$ cat config.mk
export PLATFORM = sky130hd
export DESIGN_NAME = seg7_pattern_capture
export DESIGN_NICKNAME = d
export VERILOG_FILES = /design/src/rtl/seg7_pkg.sv /design/src/rtl/seg7_pattern_match.sv /design/src/rtl/seg7_pattern_capture.sv
export SDC_FILE = /design/constraint.sdc
export NUM_CORES = 1
export LEC_CHECK = 0
export ABC_AREA = 1
export CAP_MARGIN = 15
export CORE_MARGIN = 2
export CORE_UTILIZATION = 46
export CTS_CLUSTER_SIZE = 20
export DETAILED_ROUTE_END_ITERATION = 8
export PLACE_DENSITY = 0.78
export SYNTH_ARGS = -nofsm -noshare
export SYNTH_HDL_FRONTEND = slang
export SYNTH_SLANG_ARGS = --single-unit
export TNS_END_PERCENT = 100
$ cat constraint.sdc
create_clock -name clk -period 1.4 [get_ports clk]
set_input_delay 0.28 -clock clk [delete_from_list [all_inputs] [get_ports clk]]
set_output_delay 0.28 -clock clk [all_outputs]
set_load 0.05 [all_outputs]
$ cat src/rtl/seg7_pkg.sv
// Shared definitions for the 7-segment capture path.
//   SEG7_W / NIBBLE_W : segment-pattern and hex-digit widths.
//   SEG7_LIT_CODE     : lit pattern (gfedcba, 1 = lit) for each hex value,
//                       indexed by the value itself. The display driver's
//                       checker uses the same table.
//   cap_state_e       : capture FSM states.
package seg7_pkg;

    localparam int SEG7_W   = 7;
    localparam int NIBBLE_W = 4;

    // Entry [15] is written first, so the list reads F down to 0.
    localparam logic [15:0][SEG7_W-1:0] SEG7_LIT_CODE = {
        7'h71, 7'h79, 7'h5E, 7'h39, 7'h7C, 7'h77, 7'h6F, 7'h7F,
        7'h07, 7'h7D, 7'h6D, 7'h66, 7'h4F, 7'h5B, 7'h06, 7'h3F
    };

    typedef enum logic [0:0] {
        COLLECT = 1'b0,
        HOLD    = 1'b1
    } cap_state_e;

endpackage

$ cat src/rtl/seg7_pattern_match.sv
// Combinational decoder from a normalised (1 = lit) 7-segment pattern to the
// hex value it displays.
// Ports:
//   i_lit    : segment pattern, bit0 = a ... bit6 = g, 1 = lit.
//   o_nibble : decoded hex value; 0 when the pattern is not a legal glyph.
//   o_legal  : 1 when i_lit exactly matches one of the 16 glyphs.
import seg7_pkg::*;

module seg7_pattern_match (
    input  logic [SEG7_W-1:0]   i_lit,
    output logic [NIBBLE_W-1:0] o_nibble,
    output logic                o_legal
);

    // The 16 glyphs are all distinct, so at most one entry can match.
    always_comb begin
        o_nibble = '0;
        o_legal  = 1'b0;
        for (int i = 0; i < 16; i++) begin
            if (i_lit == SEG7_LIT_CODE[i]) begin
                o_nibble = NIBBLE_W'(i);
                o_legal  = 1'b1;
            end
        end
    end

endmodule

$ cat src/rtl/seg7_pattern_capture.sv
// Reverse path of the HEX display driver: takes one 7-segment pattern per
// handshake, decodes it to a hex digit and assembles NUM_DIGITS digits into a
// word presented on a valid/ready output. Patterns that are not legal glyphs
// decode to 0 and are flagged in word_err_mask.
// Parameters:
//   NUM_DIGITS : digits per word (1..8).
//   ACTIVE_LOW : 1 = segment bit 0 means lit, 0 = segment bit 1 means lit.
// Ports:
//   clk, resetn           : clock (rising edge), async active-low reset.
//   sync_clr              : synchronous abort of the partial or held word.
//   seg_in/seg_valid/seg_ready     : digit input handshake.
//   word_data/word_err_mask/word_valid/word_ready : word output handshake;
//                           first-accepted digit lands in the top nibble.
// Optional build macro SEG7_CAPTURE_DP_EN adds seg_dp (same polarity as
// seg_in) and word_dp (lit state of each digit's decimal point).
import seg7_pkg::*;

module seg7_pattern_capture #(
    parameter int NUM_DIGITS = 4,
    parameter int ACTIVE_LOW = 1
) (
    input  logic                           clk,
    input  logic                           resetn,
    input  logic                           sync_clr,
    input  logic [SEG7_W-1:0]              seg_in,
    input  logic                           seg_valid,
    output logic                           seg_ready,
    output logic [NIBBLE_W*NUM_DIGITS-1:0] word_data,
    output logic [NUM_DIGITS-1:0]          word_err_mask,
    output logic                           word_valid,
    input  logic                           word_ready
`ifdef SEG7_CAPTURE_DP_EN
    ,
    input  logic                           seg_dp,
    output logic [NUM_DIGITS-1:0]          word_dp
`endif
);

    localparam int WORD_W = NIBBLE_W * NUM_DIGITS;
    localparam int CNT_W  = (NUM_DIGITS > 1) ? $clog2(NUM_DIGITS) : 1;
    localparam logic [CNT_W-1:0] LAST_IDX = CNT_W'(NUM_DIGITS - 1);

    cap_state_e            r_state;
    cap_state_e            w_state_nxt;
    logic [CNT_W-1:0]      r_count;
    logic [WORD_W-1:0]     r_word;
    logic [NUM_DIGITS-1:0] r_mask;

    logic [SEG7_W-1:0]     w_seg_lit;
    logic [NIBBLE_W-1:0]   w_nibble;
    logic                  w_legal;
    logic                  w_accept;
    logic                  w_last;

    // Decode always works on lit-high patterns.
    assign w_seg_lit = (ACTIVE_LOW != 0) ? ~seg_in : seg_in;

    seg7_pattern_match u_match (
        .i_lit    (w_seg_lit),
        .o_nibble (w_nibble),
        .o_legal  (w_legal)
    );

    // Handshake outputs depend only on the registered state, so there is no
    // combinational path from seg_valid or word_ready to either of them.
    assign seg_ready  = (r_state == COLLECT);
    assign word_valid = (r_state == HOLD);

    // A digit offered in the same cycle as sync_clr is dropped.
    assign w_accept = seg_valid && (r_state == COLLECT) && !sync_clr;
    assign w_last   = w_accept && (r_count == LAST_IDX);

    always_ff @(posedge clk or negedge resetn) begin
        if (!resetn) begin
            r_state <= COLLECT;
        end else begin
            r_state <= w_state_nxt;
        end
    end

    always_comb begin
        w_state_nxt = r_state;
        if (sync_clr) begin
            w_state_nxt = COLLECT;
        end else begin
            case (r_state)
                COLLECT: if (w_last)     w_state_nxt = HOLD;
                HOLD:    if (word_ready) w_state_nxt = COLLECT;
                default:                 w_state_nxt = COLLECT;
            endcase
        end
    end

    // word_data is deliberately left alone on sync_clr and on leaving HOLD:
    // the previous word stays visible until the next digit shifts in.
    always_ff @(posedge clk or negedge resetn) begin
        if (!resetn) begin
            r_count <= '0;
            r_word  <= '0;
            r_mask  <= '0;
        end else if (sync_clr) begin
            r_count <= '0;
            r_mask  <= '0;
        end else if (w_accept) begin
            r_word  <= (r_word << NIBBLE_W) | WORD_W'(w_nibble);
            r_mask  <= (r_mask << 1) | NUM_DIGITS'(!w_legal);
            r_count <= w_last ? '0 : r_count + CNT_W'(1);
        end
    end

    assign word_data     = r_word;
    assign word_err_mask = r_mask;

`ifdef SEG7_CAPTURE_DP_EN
    logic                  w_dp_lit;
    logic [NUM_DIGITS-1:0] r_dp;

    assign w_dp_lit = (ACTIVE_LOW != 0) ? ~seg_dp : seg_dp;

    // The decimal point rides along with the digits but never affects legality.
    always_ff @(posedge clk or negedge resetn) begin
        if (!resetn) begin
            r_dp <= '0;
        end else if (sync_clr) begin
            r_dp <= '0;
        end else if (w_accept) begin
            r_dp <= (r_dp << 1) | NUM_DIGITS'(w_dp_lit);
        end
    end

    assign word_dp = r_dp;
`endif

endmodule

==> results of run 1 <==
[sequential cells by signal, indices dropped and copies added, names as in the netlist]
name           count
word_valid         1
r_count            2
word_err_mask      4
word_data         16
[logic make-up after synthesis]
logic type,share of synthesized area [%]
AND/OR/NAND/NOR,30.2
flip-flops,48.7
adder cells (fa/ha/maj),1.06
AO/OA/AOI/OAI,11.4
buffers and inverters,8.68
[metal layers]
layer	up-vias	part of all wire, %	GRT usage, %
li1	579	-	-
met1	555	38	25.1
met2	56	54	40.7
met3	12	4.1	1.37
met4	0	3.9	14.2
met5	-	0	0
[worst paths after layout]
| kind | startpoint | endpoint | slack, ns |
|---|---|---|---|
| worst max-delay path | word_valid | word_valid | 0.05 |
| worst min-delay path | resetn | word_valid | 0.29 |
| worst max register to register | word_valid | word_err_mask[0] | 0.10 |
| worst min register to register | r_count[0] | r_count[0] | 0.52 |
| max in group asynchronous | resetn | word_valid | 0.88 |
| min in group clk | word_ready | word_valid | 0.52 |
[cell usage after synthesis]
| cell type | instances |
|---|---|
| nand3_2 | 1 |
| inv_2 | 7 |
| nor2_8 | 1 |
| nor2_1 | 16 |
| nand4_1 | 2 |
| nor2_2 | 2 |
| nor3_1 | 1 |
| o22ai_1 | 1 |
| nand2_2 | 1 |
| nand4_2 | 1 |
| o21ai_1 | 2 |
| nor2b_4 | 1 |
| nor3_2 | 1 |
| o21ai_0 | 12 |
| o31ai_1 | 2 |
| inv_1 | 18 |
| o21a_1 | 2 |
| dfrtp_1 | 23 |
| nand2_1 | 37 |
| clkbuf_1 | 1 |
| a21oi_1 | 4 |
| ha_1 | 1 |
| a22o_1 | 1 |
| nand3_1 | 11 |
| buf_2 | 1 |
[layout make-up]
class | instances | area share (%)
tap | 30 | 1.90
clock buffer | 3 | 1.14
timing repair buffer | 49 | 34.8
inverter | 25 | 5.00
multi-input combinational | 100 | 27.7
clock inverter | 1 | 0.253
sequential | 23 | 29.2
[per-stage QoR]
| step | hold slack [ns] | utilization (%) | power (uW) | area, um^2 |
|---|---|---|---|---|
| after floorplan | -0.0156 | - | 1270 | 1200 |
| after global placement | 0.484 | 76.4 | 1780 | 1870 |
| after detailed placement | 0.495 | 76.4 | 1800 | 1870 |
| after CTS | 0.294 | 77.9 | 2110 | 1910 |
| after global routing | 0.320 | 80.5 | 2200 | 1980 |
| final | 0.291 | 80.5 | 2110 | 1980 |
[power by group]
group          internal [uW]  switching [uW]  leakage (uW)
registers                754             108      0.000292
clock network            107             210     0.0000177
logic                    434             495      0.000725
total                   1300             813       0.00103
[repair_timing]
item                                   in CTS  in global routing
setup endpoints to repair                   2                  5
pin swaps                                   1                  2
endpoints found under the hold margin       0                  0
hold buffers                                0                  0
setup buffers                               0                  3
gates resized for setup                     3                 14
==> impl_results.md, run 1 <==
- Status: complete, no violations
- Global-route usage over all layers: about 22%
- Initial core utilization: 48.2%
- Number of inserted diodes: 0
- Yosys top cell area share: 48.7%
- Worst R2R Path Depth: 9
- Die ar.: 2990 um^2
- Layout Skew: ~0.0023 ns
- Hold Vio Cnt, Final: 0
- IO buf count: 33
- Vias per Instance: approximately 5.2
- Unrepaired setup endpoints after global routing: false
- PwrDens: 1070 nW/um^2
- I/O Pins: 34
- Worst-skew pair later-pin latency: 0.32 ns
- DRC viols: 0
- First-pass GRT wire length: 4750 um
- # placed instances: 224
- Cells after synthesis: 150
- Final period util: 96.2%
- Fraction of layout cells with a size suffix above 1: approximately a third
- CTS tree: done
- Mapped Nets: about 160
- Routed WL: 2970 um
- Area grow syn2layout: 67.1%
- Relative slew margins: 71.8%
- Most common cell after layout, fill and taps aside: nand2_1
- Least-Margin Pin Slew: 0.423 ns
- Number of buffers created by CTS: 3
- H-tree depth: 1
- WL per Instance: 12.9 um
- Layout Cells excl Fill: 231
- Avg Cell Area, Syn: 7.88 um^2
- Reg area: 577 um^2
- Total Neg Setup Slack: 0 ns
- Cells taking the most area after synthesis: dfrtp_1, nand2_1, inv_1
- CP endpoint kind: output port
- Peak supply drop: approximately 0.00088 V
- Critical path data arrival time: 1.07 ns
- Die Ht: 54.7 um
- Pre-CTS WS: -0.397 ns
- Pins Over Slew Limit: 0
- CP max FO: 2
- Top delay family on crit path: flip-flops
- Core area: 2450 um^2
- Row cnt: 18
- Register area share after synthesis: a little under 50%
- DR pass1 iterations: 4
- Area occupied by multi-input gates: approximately 550 um^2
- Setup WS post-layout: approximately 0.053 ns
- Reg clk slew, reported paths: 0.12 ns
- Setup CP Type: flop to output port
- Hold Crit Class: input port to async pin
- CP Data Required Time: 1.12 ns
- Tmin final: 1.35 ns
- Leak: 0.00103 uW
- Final #Nets: 215
- Routability cong.: between 0.9 and 1
- Initial antenna violation count: 0
- DPL Wire Length: roughly 2300 um
- Post-synthesis sequential element count: 23
- Largest net degree at the start of global routing: 24
- Synth cell types: 25
- Crit-path slowest cell: dfrtp_2
- Commonest cells after routing, fill and taps aside: nand2_1, buf_12, dfrtp_1, inv_1, buf_4
- Clock Sinks: 23
- F_max: 0.743 GHz
- Post-synth top area cell: dfrtp_1
- Max capacitance violation total: 0
- Critical path cell sequence: buf_4 > buf_12
- Root buffer cell: clkbuf_4
- Buf+Inv Stages, Crit Path: 2
- Gr ovfl total: 0
- Syn Std Cell Area: 1180 um^2
- Starting DRC count in detailed routing: 23
- # fillers: 141
- Final setup violation count: 0
- Crit-path max cell delay: 0.46 ns
- CP startpoint kind: flop
- CP Depth: 2
- Final ANT Viol Nets: 0
- Synth warnings: 0
- Vias in the first global route: between 1,000 and 1,500
- Die width: 54.7 um
- Clock buffer depth: 2
- Via count: about 1,200
Power figures use the tool's default switching activity.
==> run 2, diff against run 1 <==
--- a/config.mk
+++ b/config.mk
@@ -8,10 +8,9 @@
 export ABC_AREA = 1
 export CAP_MARGIN = 15
 export CORE_MARGIN = 2
-export CORE_UTILIZATION = 46
+export CORE_UTILIZATION = 35
 export CTS_CLUSTER_SIZE = 20
 export DETAILED_ROUTE_END_ITERATION = 8
-export PLACE_DENSITY = 0.78
 export SYNTH_ARGS = -nofsm -noshare
 export SYNTH_HDL_FRONTEND = slang
 export SYNTH_SLANG_ARGS = --single-unit
==> run 2 against run 1 <==
Count of clock-buffer cells in the layout increased by 1. Maximum frequency increased by 0.25%. Critical path type is now input port to flop. Largest cell class unchanged. Flip-flop and latch count unchanged. Clock power decreased by 8.2%. Register-to-register slack improved by 0.03 ns. Worst hold slack improved by 0.030 ns. Final area decreased by 0.57%. Utilization decreased by 21 points.
==> impl_results.md, run 2 (synthesis gave the netlist of run 1 again) <==
- Final instance area: 1960 um^2
- Starting DRC count in detailed routing: 57
- IO buf count: 33
- Largest net degree at the start of global routing: 24
- H-tree depth: 1
- Area grow syn2layout: 66.1%
- Gr ovfl total: 0
- Fraction of layout cells with a size suffix above 1: 31.0%
- Pins Over Slew Limit: 0
- CP max FO: 4
- Crit-path slowest cell: clkdlybuf4s50_1
- DR pass1 iterations: 4
- Pre-CTS WS: -0.309 ns
- CTS tree: done
- Setup WS post-layout: 0.0568 ns
- Layout Skew: 0.00276 ns
- Number of buffers created by CTS: 3
- CP startpoint kind: input port
- Routability cong.: 0.918
- CP Data Required Time: approximately 1.6 ns
- Final period util: 95.9%
- Final #Nets: 211
- Root buffer cell: clkbuf_4
- PwrDens: 1060 nW/um^2
- Vias in the first global route: 1,060
- Most frequent CP cell: nand2_1
- Area after DPL: 1900 um^2
- Via count: 1,118
- F_max: 0.744 GHz
- Relative slew margins: about four fifths
- Status: complete, no violations
- Initial core utilization: ~36%
- Peak supply drop: 0.000300 V
- Hold Vio Cnt, Final: 0
- Vias per Instance: 4.60
- Final setup violation count: 0
- Setup CP Type: input port to flop
- # hold bufs at CTS: 0
- Max capacitance violation total: 0
- Die Ht: between 60 and 70 um
- Most common cell after layout, fill and taps aside: nand2_1
- Number of inserted diodes: 0
- CP endpoint kind: flop
- DRC viols: 0
- Row cnt: 21
- Critical path data arrival time: 1.55 ns
- WL per Instance: 11.0 um
- Commonest cells after routing, fill and taps aside: nand2_1, buf_12, dfrtp_1, inv_1
- Clock Sinks: 23
- Initial antenna violation count: 0
- Worst-skew pair later-pin latency: slightly below 0.3 ns
- Final ANT Viol Nets: 0
- Critical path cell sequence: clkdlybuf4s50_1 > nor2_1 > inv_1 > o31ai_1 > nor3_2 > nand2_1 > nand2_1
- I/O Pins: 34
- Crit-path max cell delay: 0.45 ns
- Tmin final: 1.34 ns
- Hold Crit Class: input port to async pin
- Reg clk slew, reported paths: 0.12 ns
- Clock buffer depth: 2
- First-pass GRT wire length: 4620 um
- Max FFs per register: 16
- Core area: between 3000 and 4000 um^2
- Die ar.: 3860 um^2
- Global-route usage over all layers: 14.5%
- Leak: 0.000988 uW
- Routed WL: between 2000 and 3000 um
- DPL Wire Length: 2070 um
- Least-Margin Pin Slew: approximately 0.31 ns
- Die width: 62.1 um
==> run 2: cell types whose count changed in the layout (fill, tap and decap cells not counted), moves of 2 or more <==
cell / previous run / this run
buf_4: 16 / 11
nor2_4: 2 / 0
nor2_1: 10 / 12
clkdlybuf4s50_1: 4 / 7
dlymetal6s2s_1: 7 / 4
==> run 2: final cells by class <==
class	count	area (um^2)
sequential	23	577
timing repair buffer	45	663
clock buffer	4	26.3
tap	46	57.6
multi-input combinational	100	542
inverter	25	98.8
fill	306	1320
==> run 2: metal layers <==
metal | up-vias | part of all wire [%] | GRT usage, %
met5 | - | 0 | 0
met1 | 511 | 44 | 18.0
met2 | 30 | 50 | 25.3
met4 | 0 | 1.0 | 5.00
met3 | 2 | 4.4 | 2.54
li1 | 575 | - | -
==> run 2: power by group <==
part	switching [uW]	leakage (uW)	total, uW	internal, uW
Combinational	487	0.000681	922	435
Clock	180	0.0000150	291	111
Sequential	107	0.000292	861	754
==> run 2: worst paths after layout <==
| path | start | endpoint | slack [ns] | depth (start not counted) |
|---|---|---|---|---|
| worst max-delay path | seg_in[1] | word_err_mask[0] | 0.06 | 7 |
| worst min-delay path | resetn | word_valid | 0.32 | 2 |
| worst max register to register | word_valid | word_err_mask[0] | 0.13 | 9 |
| worst min register to register | r_count[0] | r_count[0] | 0.52 | 1 |
| max in group asynchronous | resetn | word_valid | 0.84 | 2 |
| min in group clk | r_count[0] | r_count[0] | 0.52 | 1 |
==> run 2: repair_timing <==
action	in CTS	in global routing
buffers inserted	0	0
gates resized for setup	0	12
endpoints found under the setup margin	0	5
==> run 2: per-stage QoR <==
step | utilization [%] | TNS (ns) | hold WS (ns) | power [uW] | instances
6_report | 59.8 | 0 | 0.321 | 2070 | 243
5_1_grt | 59.8 | -0.0168 | 0.338 | 2180 | 243
4_1_cts | 58.6 | 0 | 0.330 | 2100 | 243
3_5_place_dp | 57.8 | -2.64 | 0.485 | 1800 | 239
3_3_place_gp | 57.8 | -2.45 | 0.485 | 1780 | 239
2_1_floorplan | - | -0.0146 | -0.0156 | 1270 | 150
==> run 2: critical path, delay by kind of cell <==
kind	cells	cell delay, ns
compound gates	1	0.33
buf+inv	2	0.54
simple gates	4	0.40
==> run 3, diff against run 2 <==
--- a/config.mk
+++ b/config.mk
@@ -11,6 +11,7 @@
 export CORE_UTILIZATION = 35
 export CTS_CLUSTER_SIZE = 20
 export DETAILED_ROUTE_END_ITERATION = 8
+export DONT_BUFFER_PORTS = 1
 export SYNTH_ARGS = -nofsm -noshare
 export SYNTH_HDL_FRONTEND = slang
 export SYNTH_SLANG_ARGS = --single-unit
==> run 3 against run 2 <==
Count of clock-buffer cells in the layout decreased by 1. First-iteration DRC count decreased by 8.8%. Setup slack improved by 0.050 ns. Clock skew grew 0.0012 ns. Non-clock buffer count fell by 40. Maximum frequency is 3.9% higher. Cell count down 16%. Critical path depth is 5 lower. Worst hold slack worse by 0.28 ns. Sequential power rose by 29%. Final area shrank 33%. Largest cell class is now flip-flops and latches. Highest routed layer unchanged.
==> impl_results.md, run 3 (synthesis gave the netlist of run 1 again) <==
- Gr ovfl total: 0
- Setup Fix Bufs, Post-CTS: 0
- Final setup violation count: 0
- Layout Cells excl Fill: 203
- Routability cong.: 0.826
- Hold endpoint: word_valid
- # fillers: 347
- Fraction of layout cells with a size suffix above 1: between 10% and 20%
- Most common cell after layout, fill and taps aside: nand2_1
- Number of inserted diodes: 0
- WL per Instance: 11.9 um
- FF-to-FF setup slack: 0.15 ns
- Vias in the first global route: 980
- Final hold slack: roughly 0.044 ns
- PwrDens: 1230 nW/um^2
- Least-Margin Pin Slew: slightly below 1 ns
- Setup CP Type: flop to output port
- Routed WL: 2410 um
- CP startpoint kind: flop
- IO buf count: 0
- First-pass GRT wire length: 4180 um
- Clock Sinks: 23
- CTS tree: done
- Worst R2R Path Depth: 9
- Initial antenna violation count: 0
- Root buffer cell: clkbuf_4
- I/O Pins: 34
- Die ar.: roughly 3900 um^2
- Worst hold path cell count: 1
- Status: complete, no violations
- Hold Vio Cnt, Final: 0
- Global-route usage over all layers: about an eighth
- Commonest cells after routing, fill and taps aside: nand2_1, dfrtp_1, inv_1, nor2_1, o21ai_0
- Top layer reached by signal wires: met4
- Tmin final: 1.29 ns
- Max capacitance violation total: 0
- Layout Skew: between 0.003 and 0.004 ns
- # placed instances: 198
- Relative slew margins: 34.5%
- CP Data Required Time: 1.12 ns
- Max FFs per register: 16
- Final #Nets: between 150 and 200
- Leak: 0.000685 uW
- Initial core utilization: a little over a third
- Final period util: 92.4%
- Final ANT Viol Nets: 0
- Hold Crit Class: input port to flop
- Critical path cell sequence: inv_6 > buf_4
- Met2 WL: 1210 um
- Capturing point of the worst reg2reg path: word_err_mask[0]
- Starting DRC count in detailed routing: 52
- Tot Pwr: 1620 uW
- Hold path start: word_ready
- Largest net degree at the start of global routing: 24
- Routed met3 length: roughly 190 um
- Area grow syn2layout: 11.3%
- Vias per Instance: a little under 5
- DPL Wire Length: 1900 um
- Pre-CTS WS: 0.139 ns
- DRC viols: 0
- Unrepaired setup endpoints after global routing: false
- Crit-path slowest cell: dfrtp_2
- Core area: 3280 um^2
- Top delay family on crit path: flip-flops
- CP endpoint kind: output port
- Via count: between 900 and 1,000
- Reg clk slew, reported paths: 0.12 ns
- Peak supply drop: 0.000332 V
- Clock buffer depth: 2
- WL met1: 991 um
- Setup WS post-layout: 0.107 ns
- Critical path data arrival time: 1.01 ns
- Pins Over Slew Limit: 0
- Number of buffers created by CTS: 3
- CP max FO: 4
- Worst R2R Start: word_valid
- H-tree depth: 1
- DR pass1 iterations: 4
- Buf+Inv Stages, Crit Path: 2
- Worst-skew pair later-pin latency: 0.30 ns
- F_max: 0.773 GHz
- Die Ht: between 60 and 70 um
- Crit-path max cell delay: 0.45 ns
- Row cnt: 21
- Die width: 62.1 um
## run 3: changes by cell type in the layout (fill, tap and decap cells not counted), sizes merged
cell and change:
dlymetal6s4s +1, dlymetal6s2s -4, clkbuf -1, clkdlybuf4s50 -7, buf -30, clkinv +1
## run 3: metrics by stage
step / util (%) / area (um^2) / setup TNS (ns)
6_report: 40.1 / 1320 / 0
3_5_place_dp: 38.9 / 1280 / 0
2_1_floorplan: - / 1200 / -0.0146
3_3_place_gp: 38.9 / 1280 / 0
5_1_grt: 40.1 / 1320 / 0
4_1_cts: 40.0 / 1310 / 0
## run 3: final cells by class
cell class              instances  area [um^2]  area share (%)
well taps                      46         57.6            4.37
inverters                      25         98.8            7.51
repair buffers                  5         42.5            3.23
clock buffers                   3         22.5            1.71
multi-input cells             100          513            39.0
clock inverters                 1         5.00           0.380
flip-flops and latches         23          577            43.8
## run 3: repair_timing
action	4_1_cts	5_1_grt
setup endpoints to repair	0	1
hold buffers	1	0
resized for setup	0	1
endpoints found under the hold margin	23	0
## run 3: routing by layer
layer | global-route usage [%] | up-vias
met5 | 0 | -
met2 | 24.2 | 35
met4 | 7.22 | 0
met3 | 3.80 | 2
met1 | 13.6 | 456
li1 | - | 491
## run 3: worst reg2reg max path, cell delays in order (launching register included)
cell and delay (ns):
dfrtp_2 0.45, inv_6 0.07, nand2_4 0.06, nor2_8 0.11, o21ai_2 0.07, nor2_1 0.12, nand2_1 0.10, nor2_2 0.11
nand2_1 0.06, nand2_1 0.05
## run 3: power by group
group          switching [uW]  internal (uW)  total, uW
logic                     140           73.3        213
clock network             188            106        294
registers                 360            748       1110
## run 3: how the worst max path moves through the flow
stage	startpoint	end	slack (ns)	depth (start not counted)
3_3_place_gp	word_valid	word_data[2]	0.15	8
3_5_place_dp	word_valid	word_err_mask[0]	0.14	9
6_report	word_valid	seg_ready	0.11	2
2_1_floorplan	word_valid	word_err_mask[0]	-0.009	9
4_1_cts	resetn	word_valid	0.07	1
5_1_grt	word_valid	word_err_mask[0]	0.04	9
